===== config.mk =====
export PLATFORM = sky130hd
export DESIGN_NAME = rggen_irq_coalescing_ctrl
export DESIGN_NICKNAME = d
export VERILOG_FILES = /design/src/rtl/rggen_irq_coalescing_ctrl.sv
export SDC_FILE = /design/constraint.sdc
export NUM_CORES = 1
export LEC_CHECK = 0
export ABC_AREA = 1
export BUFFER_PORTS_ARGS = -buffer_cell sky130_fd_sc_hd__buf_2
export CAP_MARGIN = 20
export CORE_MARGIN = 2
export CORE_UTILIZATION = 55
export DETAILED_ROUTE_END_ITERATION = 6
export PLACE_DENSITY = 0.82
export SLEW_MARGIN = 20
export SYNTH_ARGS = -nofsm -noshare
export SYNTH_HDL_FRONTEND = slang
export SYNTH_SLANG_ARGS = --single-unit

===== constraint.sdc =====
create_clock -name clk -period 5.7 [get_ports clk]
set_clock_uncertainty 0.1 [all_clocks]
set_input_delay 0.285 -clock clk [delete_from_list [all_inputs] [get_ports clk]]
set_output_delay 0.285 -clock clk [all_outputs]
set_load 0.01 [all_outputs]

===== src/rtl/rggen_irq_coalescing_ctrl.sv =====
// Interrupt coalescing sequencer for a bank of hardware-set, software-cleared
// status fields. Event pulses go straight to the field set strobes. Enabled
// events are counted, and one level interrupt is raised on a count threshold
// or a timeout. The interrupt is held until software clears every enabled
// pending bit, and is then followed by a hold-off gap.
module rggen_irq_coalescing_ctrl #(
   parameter int unsigned WIDTH       = 8,
   parameter int unsigned COUNT_WIDTH = 8,
   parameter int unsigned TIMER_WIDTH = 16
) (
   input  logic                   clk,
   input  logic                   rst_n,
   input  logic [WIDTH-1:0]       i_event,
   input  logic [WIDTH-1:0]       i_enable,
   input  logic [WIDTH-1:0]       i_status,
   input  logic [COUNT_WIDTH-1:0] i_threshold,
   input  logic [TIMER_WIDTH-1:0] i_timeout,
   input  logic [TIMER_WIDTH-1:0] i_holdoff,
   output logic [WIDTH-1:0]       o_set,
   output logic                   o_irq,
   output logic [COUNT_WIDTH-1:0] o_count,
   output logic                   o_busy
);

   localparam int unsigned POP_WIDTH = $clog2(WIDTH + 1);
   localparam int unsigned SUM_WIDTH =
      ((COUNT_WIDTH > POP_WIDTH) ? COUNT_WIDTH : POP_WIDTH) + 1;
   localparam int unsigned TW1 = TIMER_WIDTH + 1;
   localparam logic [COUNT_WIDTH-1:0] COUNT_MAX = '1;
   localparam logic [TIMER_WIDTH-1:0] TIMER_MAX = '1;

   typedef enum logic [1:0] {StIdle, StCollect, StAssert, StHoldoff} state_e;

   state_e                 state_q, state_d;
   logic [COUNT_WIDTH-1:0] count_q, count_d;
   logic [TIMER_WIDTH-1:0] timer_q, timer_d;
   logic                   irq_q, irq_d;
   // Set on the first COLLECT cycle, where i_status does not yet reflect the
   // events that caused entry.
   logic                   entry_q, entry_d;

   logic [POP_WIDTH-1:0]   pop;
   logic [SUM_WIDTH-1:0]   sum;
   logic [COUNT_WIDTH-1:0] count_nxt;
   logic [COUNT_WIDTH-1:0] thr_eff;
   logic [TIMER_WIDTH-1:0] holdoff_eff;
   logic [TIMER_WIDTH-1:0] timer_inc;
   logic                   pop_any;
   logic                   pending;
   logic                   thr_hit;
   logic                   timeout_hit;
   logic                   holdoff_done;

   // Event pulses feed the field set inputs with no latency.
   assign o_set   = i_event;
   assign o_irq   = irq_q;
   assign o_count = count_q;
   assign o_busy  = (state_q != StIdle);

   // Number of enabled events this cycle.
   always_comb begin
      pop = '0;
      for (int i = 0; i < WIDTH; i++) begin
         pop = pop + POP_WIDTH'(i_event[i] & i_enable[i]);
      end
   end

   // Saturating count, effective threshold/hold-off and timer conditions.
   always_comb begin
      sum          = SUM_WIDTH'(count_q) + SUM_WIDTH'(pop);
      count_nxt    = (sum > SUM_WIDTH'(COUNT_MAX)) ? COUNT_MAX : COUNT_WIDTH'(sum);
      thr_eff      = (i_threshold == '0) ? COUNT_WIDTH'(1) : i_threshold;
      holdoff_eff  = (i_holdoff == '0) ? TIMER_WIDTH'(1) : i_holdoff;
      timer_inc    = (timer_q == TIMER_MAX) ? TIMER_MAX : timer_q + TIMER_WIDTH'(1);
      pop_any      = |(i_event & i_enable);
      pending      = |(i_status & i_enable);
      thr_hit      = (count_nxt >= thr_eff);
      timeout_hit  = (i_timeout != '0) && (timer_q >= i_timeout);
      holdoff_done = (({1'b0, timer_q} + TW1'(1)) >= {1'b0, holdoff_eff});
   end

   // Next-state logic for the coalescing sequencer.
   always_comb begin
      state_d = state_q;
      count_d = count_q;
      timer_d = timer_q;
      entry_d = 1'b0;
      case (state_q)
         StIdle: begin
            count_d = '0;
            timer_d = '0;
            if (pop_any) begin
               count_d = count_nxt;
               if (thr_hit) begin
                  state_d = StAssert;
               end else begin
                  state_d = StCollect;
                  timer_d = TIMER_WIDTH'(1);
                  entry_d = 1'b1;
               end
            end
         end
         StCollect: begin
            count_d = count_nxt;
            timer_d = timer_inc;
            if (thr_hit) begin
               state_d = StAssert;
            end else if (!entry_q && timeout_hit) begin
               state_d = StAssert;
            end else if (!entry_q && !pending && !pop_any) begin
               // Software cleared everything before the interrupt fired.
               state_d = StIdle;
               count_d = '0;
               timer_d = '0;
            end
         end
         StAssert: begin
            count_d = count_nxt;
            if (!pending && !pop_any) begin
               state_d = StHoldoff;
               count_d = '0;
               timer_d = '0;
            end
         end
         StHoldoff: begin
            count_d = count_nxt;
            timer_d = timer_inc;
            if (holdoff_done) begin
               if (thr_hit) begin
                  state_d = StAssert;
               end else if (pending || pop_any) begin
                  state_d = StCollect;
                  timer_d = TIMER_WIDTH'(1);
                  entry_d = 1'b1;
               end else begin
                  state_d = StIdle;
                  count_d = '0;
                  timer_d = '0;
               end
            end
         end
         default: begin
            state_d = StIdle;
            count_d = '0;
            timer_d = '0;
         end
      endcase
      irq_d = (state_d == StAssert);
   end

   // State, counter, timer and registered interrupt level.
   always_ff @(posedge clk or negedge rst_n) begin
      if (!rst_n) begin
         state_q <= StIdle;
         count_q <= '0;
         timer_q <= '0;
         irq_q   <= 1'b0;
         entry_q <= 1'b0;
      end else begin
         state_q <= state_d;
         count_q <= count_d;
         timer_q <= timer_d;
         irq_q   <= irq_d;
         entry_q <= entry_d;
      end
   end

endmodule


[Word level (Yosys, flattened, before mapping)]
Index checks and enable logic that the tools add are counted.
Operators by class
  equal/unequal tests: 6
  add/sub/neg operators: 10
  reduce and logical (&&, ||, !) cells: 16
  bitwise logic cells: 10
  muxes and demuxes: 39
  order comparisons: 4
Operators with widths (number)
  $mux W16: 8
  $mux W8: 10
  $pmux W16 S4: 1
  $pmux W8 S4: 1
  $add A16 B1 Y17 const B: 1
  $ge A17 B16 Y1: 1
  $add A16 B1 Y16 const B: 1
  $add A4 B1 Y4: 4
  $and A8 B8 Y8: 2
  $eq A16 B16 Y1 const B: 1
  $ge A16 B16 Y1: 1
  $logic_not A16 Y1: 1
  $mux W2: 8
  $reduce_bool A16 Y1: 1
  $reduce_or A8 Y1: 2
  $add A8 B4 Y9: 1
  $gt A9 B8 Y1 const B: 1
  $mux W1: 9
  $and A1 B1 Y1: 8
  $ge A8 B8 Y1: 1
  $logic_not A8 Y1: 1
  $pmux W2 S4: 1
  $eq A2 B2 Y1 const B: 3
  $logic_and A1 B1 Y1: 5
  other kinds (10): 12
Word-level totals
  bits in registers: 28
  input port bits: 66

[Depth between registers and ports, before layout]
Gate-level depths: netlist of run 1.
  depth after elaboration: 16
  depth in mapped cells: 30

[Least setup slack after synthesis of run 1]
OpenSTA, ideal clock, no wires.
  kind: register to register
  start point: register count_q[0] (netlist: o_count[0])
  end point: register timer_q[12]
  arrival time: 4.814 ns
  period minus slack after synthesis: 5.044 ns
  path buffers: 1
  slack: 0.656 ns
  cell stages (with the launch flop): 27
  path through: dfrtp_1 > fa_1 > inv_1 > fa_1 > inv_1 > fa_1 > fa_1 > inv_1 > fa_1 > nor2_1 > o21ai_0 > nand2_1 > nand4_1 > nor2_1 > inv_1 > nand2_1 > ha_1 > a21oi_1 > o21a_1 > nand3_1 > inv_2 > nand2_1 > o21ai_2 > nand2_4 > buf_6 > o211ai_2 > o21ai_1
On the way
  word-level cells in the longest chain between the ends: 7
  elaborated cells on any way between the ends: 8
Ends and longest elaborated chain
  start, declared: RTL line 35  | logic [COUNT_WIDTH-1:0] count_q, count_d;
  start signal, assigned: RTL line 161  | count_q <= count_d;
  $add A8 B4 Y9 (*): RTL line 70  | sum = SUM_WIDTH'(count_q) + SUM_WIDTH'(pop);
  $gt A9 B8 Y1: RTL line 71  | count_nxt = (sum > SUM_WIDTH'(COUNT_MAX)) ? COUNT_MAX : COUNT_WIDTH'(sum);
  $mux W8 (*): RTL line 71
  $ge A8 B8 Y1 (*): RTL line 77  | thr_hit = (count_nxt >= thr_eff);
  $mux W16: RTL line 129  | if (thr_hit) begin
  $mux W16: RTL line 128  | if (holdoff_done) begin
  $pmux W16 S4 (*): RTL line 88  | case (state_q)
  end signal, assigned: RTL line 162  | timer_q <= timer_d;
  end, declared: RTL line 36  | logic [TIMER_WIDTH-1:0] timer_q, timer_d;
Mark *: on every way between the ends. The rest lies on a longest branch, timed or not.
A chain may end at the register's enable or synchronous reset.

[Worst setup path after layout of run 1]
  start point: register count_q[0] (netlist: o_count[0])
  end point: register timer_q[4]
The elaborated chain is that of the path after synthesis.

==> results of run 1 <==
-- registers in the layout, summed over array words and instances, names as in the netlist --
| signal | cells |
|---|---|
| o_count | 8 |
| state_q | 2 |
| o_irq | 1 |
| timer_q | 16 |
| entry_q | 1 |
-- critical path, stage by stage, from the launching register on --
cell and delay, ns:
dfrtp_1 0.42, fa_1 0.54, inv_1 0.05, fa_1 0.53
inv_1 0.05, fa_1 0.57, fa_2 0.21, inv_1 0.05
fa_1 0.38, nor2_1 0.13, o21ai_1 0.09, nand2_1 0.09
nand4_1 0.15, nor2_2 0.18, inv_2 0.08, nand2_1 0.11
ha_1 0.25, a21oi_1 0.15, o21a_1 0.18, nand3_4 0.12
inv_4 0.10, nand2_1 0.09, o21ai_4 0.24, buf_12 0.15
nand2_8 0.07, o211ai_1 0.10, o21ai_1 0.10
-- cell usage after synthesis (2+ instances only) --
| cell type | instances | area share |
|---|---|---|
| nand4_1 | 10 | 0.018 |
| nand2_4 | 3 | 0.0097 |
| nor2_1 | 30 | 0.032 |
| o21a_1 | 3 | 0.0065 |
| nor2_2 | 4 | 0.0072 |
| inv_1 | 106 | 0.11 |
| o211ai_1 | 5 | 0.011 |
| dfrtp_1 | 28 | 0.20 |
| clkinv_1 | 2 | 0.0022 |
| nand3_1 | 33 | 0.047 |
| o211ai_2 | 9 | 0.032 |
| a21oi_1 | 23 | 0.033 |
| fa_1 | 5 | 0.029 |
| nor4_1 | 3 | 0.0054 |
| inv_2 | 6 | 0.0065 |
| o21ai_1 | 12 | 0.017 |
| o21ai_0 | 6 | 0.0086 |
| nor3_1 | 5 | 0.0072 |
| o21bai_1 | 3 | 0.0065 |
| xor2_1 | 14 | 0.035 |
| buf_4 | 9 | 0.019 |
| nand2_1 | 121 | 0.13 |
| ha_1 | 51 | 0.18 |
| a31oi_1 | 2 | 0.0036 |
-- logic make-up (layout without fill, tap and decap cells) --
logic type	Yosys count	after routing	share of synthesized area
and+or+nand+nor	217	218	0.279
buffers and inverters	126	205	0.148
AOI/OAI and AO/OA	66	66	0.126
adders and majority gates	56	56	0.211
DFF	28	28	0.201
xor gates and xnor gates	14	14	0.0351
-- how the worst max path moves through the flow --
| stage | startpoint | end | slack (ns) | cells after the start |
|---|---|---|---|---|
| floorplan | o_count[0]$_DFF_PN0_ | timer_q[12]$_DFFE_PN0P_ | 0.66 | 26 |
| global placement | i_event[0] | o_count[0]$_DFF_PN0_ | 0.26 | 28 |
| detailed placement | i_event[0] | o_count[0]$_DFF_PN0_ | 0.07 | 28 |
| CTS | o_count[0]$_DFF_PN0_ | timer_q[4]$_DFFE_PN0P_ | 0.17 | 25 |
| global route | o_count[0]$_DFF_PN0_ | timer_q[4]$_DFFE_PN0P_ | -0.03 | 26 |
| finish | o_count[0]$_DFF_PN0_ | timer_q[4]$_DFFE_PN0P_ | 0.26 | 26 |
-- area by class of cell --
type                            instances  area share
Clock buffer                            3      0.0101
Sequential cell                        28       0.171
Multi-Input combinational cell        354       0.570
Tap cell                               77      0.0235
Clock inverter                          1     0.00733
Timing Repair Buffer                   87       0.112
Inverter                              114       0.105
-- placed cells by master, fill, tap and decap left out, types with 3 or more instances in the layout --
cell type,instances
a21oi_1,22
buf_2,83
clkbuf_8,3
dfrtp_1,28
fa_1,4
ha_1,51
inv_1,105
inv_2,6
nand2_1,120
nand2_4,3
nand3_1,32
nand4_1,10
nor2_1,29
nor2_2,5
nor3_1,5
nor4_1,3
o211ai_1,5
o211ai_2,9
o21a_1,3
o21ai_0,4
o21ai_1,14
o21bai_1,3
xor2_1,14
-- report_power, final --
group | switching, W | total [W] | internal (W)
clock network | 0.0000687 | 0.000163 | 0.0000942
logic | 0.000480 | 0.000782 | 0.000301
registers | 0.0000350 | 0.000271 | 0.000236
total | 0.000584 | 0.00122 | 0.000632
-- metrics by stage --
stage	power, W	area [um^2]	TNS [ns]	hold slack (ns)
2_1_floorplan	0.000799	3490	0	-0.111
3_3_place_gp	0.000944	3920	0	0.232
3_5_place_dp	0.000969	3920	0	0.248
4_1_cts	0.00113	4000	0	0.481
5_1_grt	0.00133	4090	-0.0462	0.510
6_report	0.00122	4090	0	0.442
-- metal layers --
metal | share of wire | vias to the layer above | track usage
li1 | - | 1773 | -
met1 | 0.46 | 1575 | 0.328
met2 | 0.47 | 127 | 0.399
met3 | 0.056 | 15 | 0.0129
met4 | 0.014 | 0 | 0.0543
met5 | 0 | - | 0
-- what timing repair did --
item | CTS | global route
setup endpoints to repair | 0 | 25
hold buffers | 1 | 0
resized for setup | 0 | 13
setup buffers | 0 | 2
hold endpoints to repair | 28 | 0
==> metrics.txt, run 1 <==
status=finished clean; # IOs=84; r2r setup slk=0.26 ns; final std cells w/o fill=approximately 660; largest net degree at the start of global routing=29; clk slew on worst S/H paths=roughly 0.11 ns; Initial Utilization=0.559; TritonCTS clock tree=built; GPL Wtd Cong=between 0.9 and 1; Clk Latency, worst-skew pair=a little under 0.3 ns; CP Capture Type=flip-flop; path depth of the worst reg2reg path=26; Area Growth Syn to Fin=17.3%; router iterations before antenna repair=5; post-route antenna net violation count=0; first-pass GRT wire length=13,900 um; final setup margin=~0.26 ns; Clock Root Buffer=clkbuf_8; PwrDens=around 300 mW/mm^2; Worst Setup Start Kind=flip-flop; core area=0.00624 mm^2; Tcrit/Tclk final=0.954; routed vias/inst=between 5 and 6; yosys warns=0; Final Setup Violations=0; vias in the first global route=between 3,000 and 4,000; share of cells above drive strength 1=0.215; Via Count=around 3,500; CP Class=reg -> reg; static leakage=around 2.5 nW; antenna violations before repair=0; Tmin final=roughly 5.4 ns; Total Wirelength=8530 um; post-synthesis sequential area ratio=0.201; All-Layer GR Usage=0.234; end of the worst register-to-register path=timer_q[4]$_DFFE_PN0P_; number of synthesized register bits=28; DP HPWL=between 6000 and 7000 um; # nets final=710; WL per Instance=about 13 um; die footprint=between 0.007 and 0.008 mm^2; Max FO, Critical Path=8; R2R Path Start=o_count[0]$_DFF_PN0_; ys async rst share=1.00; pre-CTS setup slack=roughly 0.07 ns; footprint of the multi-input gates=approximately 0.0023 mm^2; Least-Margin Pin Slew=approximately 0.67 ns; H-tree levels=1; number of diodes=0; final core occ=0.656; CTS sink cnt=28; Fin. Hold Viols=0; Post-Syn Instances=about 510; Main synth FF type=dfrtp_1; DRT iter0 DRCs=about 280; Reg area=approximately 700 um^2; Cell Area, Synth=~0.0035 mm^2; total CTS buffers=3; post-synthesis area per instance=just under 7 um^2; synth unique cells=38; deepest clock path buffer count=2; Die H=~84 um; IO buf count=83; die width=approximately 84 um; std cell rows=29; syn_nets=~630; FILL cells=~570; max_slew headroom=0.549; DP Cell Count=roughly 660; max cap viols=0; number of enable flip-flop cells after synthesis=0; crit path DAT=approximately 5.5 ns; WP data required=approximately 5.8 ns; VDD IR max=approximately 0.20 mV; worst hold path type=in -> async; Slew Viols, Final=0; residual DRC count=0; GRT overflow=0; Max Fclk=about 0.18 GHz
(Power assumes the default switching activity.)
==> run 2, diff against run 1 <==
- CORE_UTILIZATION: 55 -> 49
- PLACE_DENSITY: 0.82 -> 0.74
==> run 2 against run 1 <==
Sequential share of layout area fell by 0.24 points; worst setup slack improved by 0.070 ns; die area rose by 12%; hold slack improved by 0.022 ns; routed wire length rose by 1.3%; utilization fell by 4.8 points; critical path depth did not move; design area rose by 1.4%; clock-buffer cell count did not move; global-route usage fell by 1.2 points; sequential cell count did not move; critical path type unchanged; non-clock buffer count rose by 2.
==> metrics.txt, run 2 (synthesis gave the netlist of run 1 again) <==
clk slew on worst S/H paths=0.10 ns (about the same); Clock Root Buffer=clkbuf_8; Max FO, Critical Path=15 (+7); commonest non-fill, non-tap cells in the layout=119 x nand2_1, 105 x inv_1, 83 x buf_2, 51 x ha_1; worst path bufs/invs=6 (unchanged); FILL cells=681 (+20%); DRT iter0 DRCs=300 (+7.9%); static leakage=2.54 nW (+0.36%); Least-Margin Pin Slew=0.652 ns (-0.0222 ns); die width=88.4 um (+5.7%); antenna violations before repair=0 (unchanged); max_slew headroom=0.565 (+0.0165); CTS sink cnt=28 (unchanged); WL per Instance=12.6 um (-1.7%); share of cells above drive strength 1=0.233 (+0.0183); total power=0.00121 W (-0.27%); total CTS buffers=3 (unchanged); die footprint=0.00782 mm^2 (+12%); Top reg by flops=timer_q; Fin. Hold Viols=0 (unchanged); Tmin final=5.37 ns (-0.0696 ns); Die H=88.4 um (+5.7%); crit-path leading delay family=adder cells; Via Count=3,448 (-1.2%); IO buf count=83 (unchanged); core area=0.00683 mm^2 (+9.5%); CP Class=reg -> reg; H-tree levels=1 (unchanged); status=finished clean; GRT overflow=0 (unchanged); Max Fclk=0.186 GHz (+1.3%); DP HPWL=7050 um (+1.8%); number of flip-flops in the largest register=16 (unchanged); number of diodes=0 (unchanged); All-Layer GR Usage=0.223 (-0.0116); worst hold path type=in -> async; Area Growth Syn to Fin=19.0%; post-route antenna net violation count=0 (unchanged); residual DRC count=0 (unchanged); TritonCTS clock tree=built; slowest stage cell on the critical path=fa_1; crit path DAT=5.43 ns (-0.07 ns); pre-CTS setup slack=0.0575 ns (-0.0133 ns); R2R Path Start=o_count[0]$_DFF_PN0_; r2r setup slk=0.33 ns (+0.07 ns); vias in the first global route=3,212 (-0.53%); Worst Setup SP=o_count[0]$_DFF_PN0_; slowest stage delay, CP=0.57 ns (about the same); Worst Setup Start Kind=flip-flop; Clk Latency, worst-skew pair=0.27 ns (-0.02 ns); Final Setup Violations=0 (unchanged); most common cell after layout, fill and taps aside=nand2_1; final setup margin=0.331 ns (+0.0696 ns); # nets final=711 (+0.14%); std cell rows=30 (+3.4%); routed vias/inst=5.04 (-4.1%); VDD IR max=0.239 mV (+17%); Initial Utilization=0.511 (-0.0484); final core occ=0.608 (-0.0481); deepest clock path buffer count=2 (unchanged); # IOs=84 (unchanged); TNS Setup=0 ns (unchanged); Tcrit/Tclk final=0.942 (-0.0122); router iterations before antenna repair=5 (unchanged); max cap viols=0 (unchanged); first-pass GRT wire length=14,000 um (+1.3%); largest net degree at the start of global routing=29 (unchanged); Slew Viols, Final=0 (unchanged); GPL Wtd Cong=0.893 (-2.7%); PwrDens=292 mW/mm^2 (-1.7%); WP data required=5.76 ns (about the same); CP Capture Type=flip-flop; Total Wirelength=8640 um (+1.3%)
-- run 2: timing repair --
item                                    in CTS  in global routing
endpoints found under the setup margin       0                 24
setup buffers                                0                  4
gates resized for setup                      0                 22
endpoints found under the hold margin       28                  0
hold buffers                                 1                  0
-- run 2: worst register-to-register path: stages (launching register included) --
cell,delay (ns)
dfrtp_1,0.41
fa_1,0.54
inv_1,0.06
fa_1,0.53
inv_1,0.05
fa_1,0.57
fa_2,0.23
inv_1,0.05
fa_2,0.34
nor2_2,0.11
o21ai_1,0.08
nand2_1,0.09
nand4_1,0.14
nor2_2,0.18
inv_2,0.08
nand2_2,0.10
ha_1,0.27
a21oi_2,0.16
o21a_1,0.14
nand3_2,0.12
inv_2,0.13
nand2_1,0.11
o21ai_4,0.23
buf_12,0.14
nand2_8,0.10
o211ai_1,0.12
o21ai_1,0.09
-- run 2: final cells by class --
cell class / count / area (um^2) / share of cell area
inverters: 114 / 428 / 0.103
clock inverters: 1 / 30.0 / 0.00723
clock buffers: 3 / 41.3 / 0.00994
well taps: 96 / 120 / 0.0289
repair buffers: 89 / 475 / 0.114
flip-flops and latches: 28 / 701 / 0.169
multi-input cells: 353 / 2360 / 0.568
-- run 2: final timing paths --
kind | to | depth (start not counted)
setup / recovery | timer_q[3]$_DFFE_PN0P_ | 26
max in group asynchronous | timer_q[15]$_DFFE_PN0P_ | 2
min in group clk | timer_q[14]$_DFFE_PN0P_ | 2
hold / removal | timer_q[11]$_DFFE_PN0P_ | 2
setup reg to reg | timer_q[3]$_DFFE_PN0P_ | 26
hold reg to reg | timer_q[14]$_DFFE_PN0P_ | 2
-- run 2: report_power, final --
group          total, W  internal [W]  switching [W]  leakage, nW
sequential     0.000271      0.000236      0.0000346        0.379
combinational  0.000784      0.000305       0.000479         2.13
clock          0.000158     0.0000941      0.0000641       0.0357
-- run 2: through the flow --
stage	std cells	hold slack [ns]	area [um^2]
after floorplan	507	-0.111	3490
after global placement	675	0.240	3950
after detailed placement	675	0.258	3950
after CTS	680	0.486	4030
after global routing	684	0.526	4150
final	684	0.464	4150
-- run 2: metal layers --
| layer | vias up | track usage | wire (um) |
|---|---|---|---|
| met5 | - | 0 | 0 |
| met4 | 0 | 0.0468 | 76 |
| met3 | 9 | 0.00933 | 392 |
| met2 | 104 | 0.378 | 4140 |
| met1 | 1563 | 0.317 | 4030 |
| li1 | 1772 | - | - |
==> run 3, diff against run 2 <==
- BUFFER_PORTS_ARGS: -buffer_cell sky130_fd_sc_hd__buf_2 -> unset
- CORE_UTILIZATION: 49 -> 64
- DONT_BUFFER_PORTS: unset -> 1
- PLACE_DENSITY: 0.74 -> 0.8
==> run 3 against run 2 <==
Largest power group unchanged; worst setup slack worse by 0.021 ns; critical endpoint is now timer_q[6]$_DFFE_PN0P_; largest cell class unchanged; die area is 22% lower; via count is 8.1% lower; sequential power is 4% higher.
==> metrics.txt, run 3 (synthesis gave the netlist of run 1 again) <==
GPL Wtd Cong=0.882 (-1.2%); std cell rows=26 (-13%); number of flip-flops in the largest register=16 (unchanged); TritonCTS clock tree=built; share of cells above drive strength 1=0.0875 (-0.146); GRT overflow=0 (unchanged); TNS Setup=0 ns (unchanged); post-route antenna net violation count=0 (unchanged); VDD IR max=0.280 mV (+17%); most common cell after layout, fill and taps aside=nand2_1; Least-Margin Pin Slew=0.593 ns (-0.0598 ns); path depth of the worst reg2reg path=26 (unchanged); All-Layer GR Usage=0.254 (+0.0317); pre-CTS setup slack=0.170 ns (+0.112 ns); Fin. Hold Viols=0 (unchanged); Worst Setup Start Kind=flip-flop; first-pass GRT wire length=12,500 um (-11%); Tmin final=5.39 ns (+0.0208 ns); # nets final=626 (-12%); Die H=77.9 um (-12%); die width=77.9 um (-12%); Initial Utilization=0.675 (+0.164); final std cells w/o fill=573 (-16%); status=finished clean; Slew Viols, Final=0 (unchanged); Tcrit/Tclk final=0.946 (+0.00365); total power=0.00109 W (-10%); Total Wirelength=7630 um (-12%); Final Setup Violations=0 (unchanged); commonest non-fill, non-tap cells in the layout=120 x nand2_1, 105 x inv_1, 51 x ha_1, 32 x nand3_1, 28 x nor2_1; CP Class=reg -> reg; CP Capture Type=flip-flop; final setup margin=0.310 ns (-0.0208 ns); deepest clock path buffer count=2 (unchanged); max_slew headroom=0.603 (+0.0384); Clock Root Buffer=clkbuf_8; max cap viols=0 (unchanged); static leakage=2.18 nW (-14%); crit path DAT=5.44 ns (about the same); core area=0.00517 mm^2 (-24%); DP HPWL=6370 um (-9.6%); H-tree levels=1 (unchanged); residual DRC count=0 (unchanged); Clk Latency, worst-skew pair=0.27 ns (about the same); Max FO, Critical Path=15 (unchanged); largest net degree at the start of global routing=29 (unchanged); worst hold path type=in -> async; Hold Slack=0.345 ns (-0.118 ns); clk slew on worst S/H paths=0.10 ns (about the same); Area Growth Syn to Fin=4.16%; DRT iter0 DRCs=254 (-15%); IO buf count=0 (-100%); DP Cell Count=566 (-16%); Max Fclk=0.186 GHz (-0.39%); Top reg by flops=timer_q; routed vias/inst=5.53 (+9.7%); vias in the first global route=2,854 (-11%); number of diodes=0 (unchanged); antenna violations before repair=0 (unchanged); router iterations before antenna repair=5 (unchanged); WP data required=5.75 ns (about the same); Via Count=3,168 (-8.1%); CTS sink cnt=28 (unchanged); WL per Instance=13.3 um (+5.5%); total CTS buffers=3 (unchanged); PwrDens=300 mW/mm^2 (+2.7%); die footprint=0.00606 mm^2 (-22%); # IOs=84 (unchanged)
==> run 3: cell types whose count changed in the layout (fill, tap and decap cells not counted), sizes merged <==
cell	delta
buf	-85
bufinv	-1
clkbuf	+1
==> run 3: power breakdown <==
group	total (W)	switching [W]	internal (W)
Clock	0.000125	0.0000630	0.0000619
Sequential	0.000282	0.0000455	0.000237
Combinational	0.000683	0.000437	0.000246
==> run 3: repair_timing <==
| item | in CTS | in global routing |
|---|---|---|
| hold buffers | 2 | 0 |
| resized for setup | 0 | 13 |
| setup endpoints to repair | 0 | 25 |
| endpoints found under the hold margin | 28 | 0 |
| buffers inserted | 0 | 1 |
==> run 3: cell type report <==
type                       instances  area (um^2)
timing repair buffer               4         45.0
multi-input combinational        353         2320
fill                             469         1540
inverter                         114          428
clock buffer                       4         55.1
tap                               70         87.6
sequential                        28          702
==> run 3: metal layers <==
metal	up-vias	wire length (um)	GRT usage
met3	7	467	0.0267
met4	0	75	0.0518
met2	124	3390	0.409
met1	1432	3700	0.370
li1	1605	-	-
met5	-	0	0
==> run 3: critical path, cell delays in order (launching register included) <==
cell and delay (ns):
dfrtp_2 0.45, fa_1 0.53, inv_1 0.05, fa_1 0.52, inv_1 0.05, fa_1 0.57, fa_2 0.23, inv_1 0.06
fa_1 0.39, nor2_2 0.14, o21ai_1 0.09, nand2_1 0.08, nand4_1 0.14, nor2_2 0.18, inv_2 0.09, nand2_1 0.10
ha_1 0.25, a21oi_1 0.14, o21ai_0 0.09, nand2_1 0.07, nand3_2 0.11, inv_2 0.08, nand2_1 0.08, o21ai_4 0.28
nand2_8 0.15, o211ai_1 0.13, o21ai_1 0.10
==> run 3: per-stage QoR <==
| stage | util | cell area [um^2] |
|---|---|---|
| floorplan | - | 3490 |
| global placement | 0.676 | 3500 |
| detailed placement | 0.676 | 3500 |
| CTS | 0.693 | 3580 |
| global route | 0.703 | 3640 |
| finish | 0.703 | 3640 |
==> run 3: worst paths after layout <==
kind / startpoint / endpoint / slack (ns)
setup / recovery: o_count[0]$_DFF_PN0_ / timer_q[6]$_DFFE_PN0P_ / 0.31
hold / removal: rst_n / timer_q[1]$_DFFE_PN0P_ / 0.35
setup reg to reg: o_count[0]$_DFF_PN0_ / timer_q[6]$_DFFE_PN0P_ / 0.31
hold reg to reg: timer_q[14]$_DFFE_PN0P_ / timer_q[14]$_DFFE_PN0P_ / 0.49
max in group asynchronous: rst_n / o_count[0]$_DFF_PN0_ / 4.99
min in group clk: i_event[3] / o_set[3] / 0.47
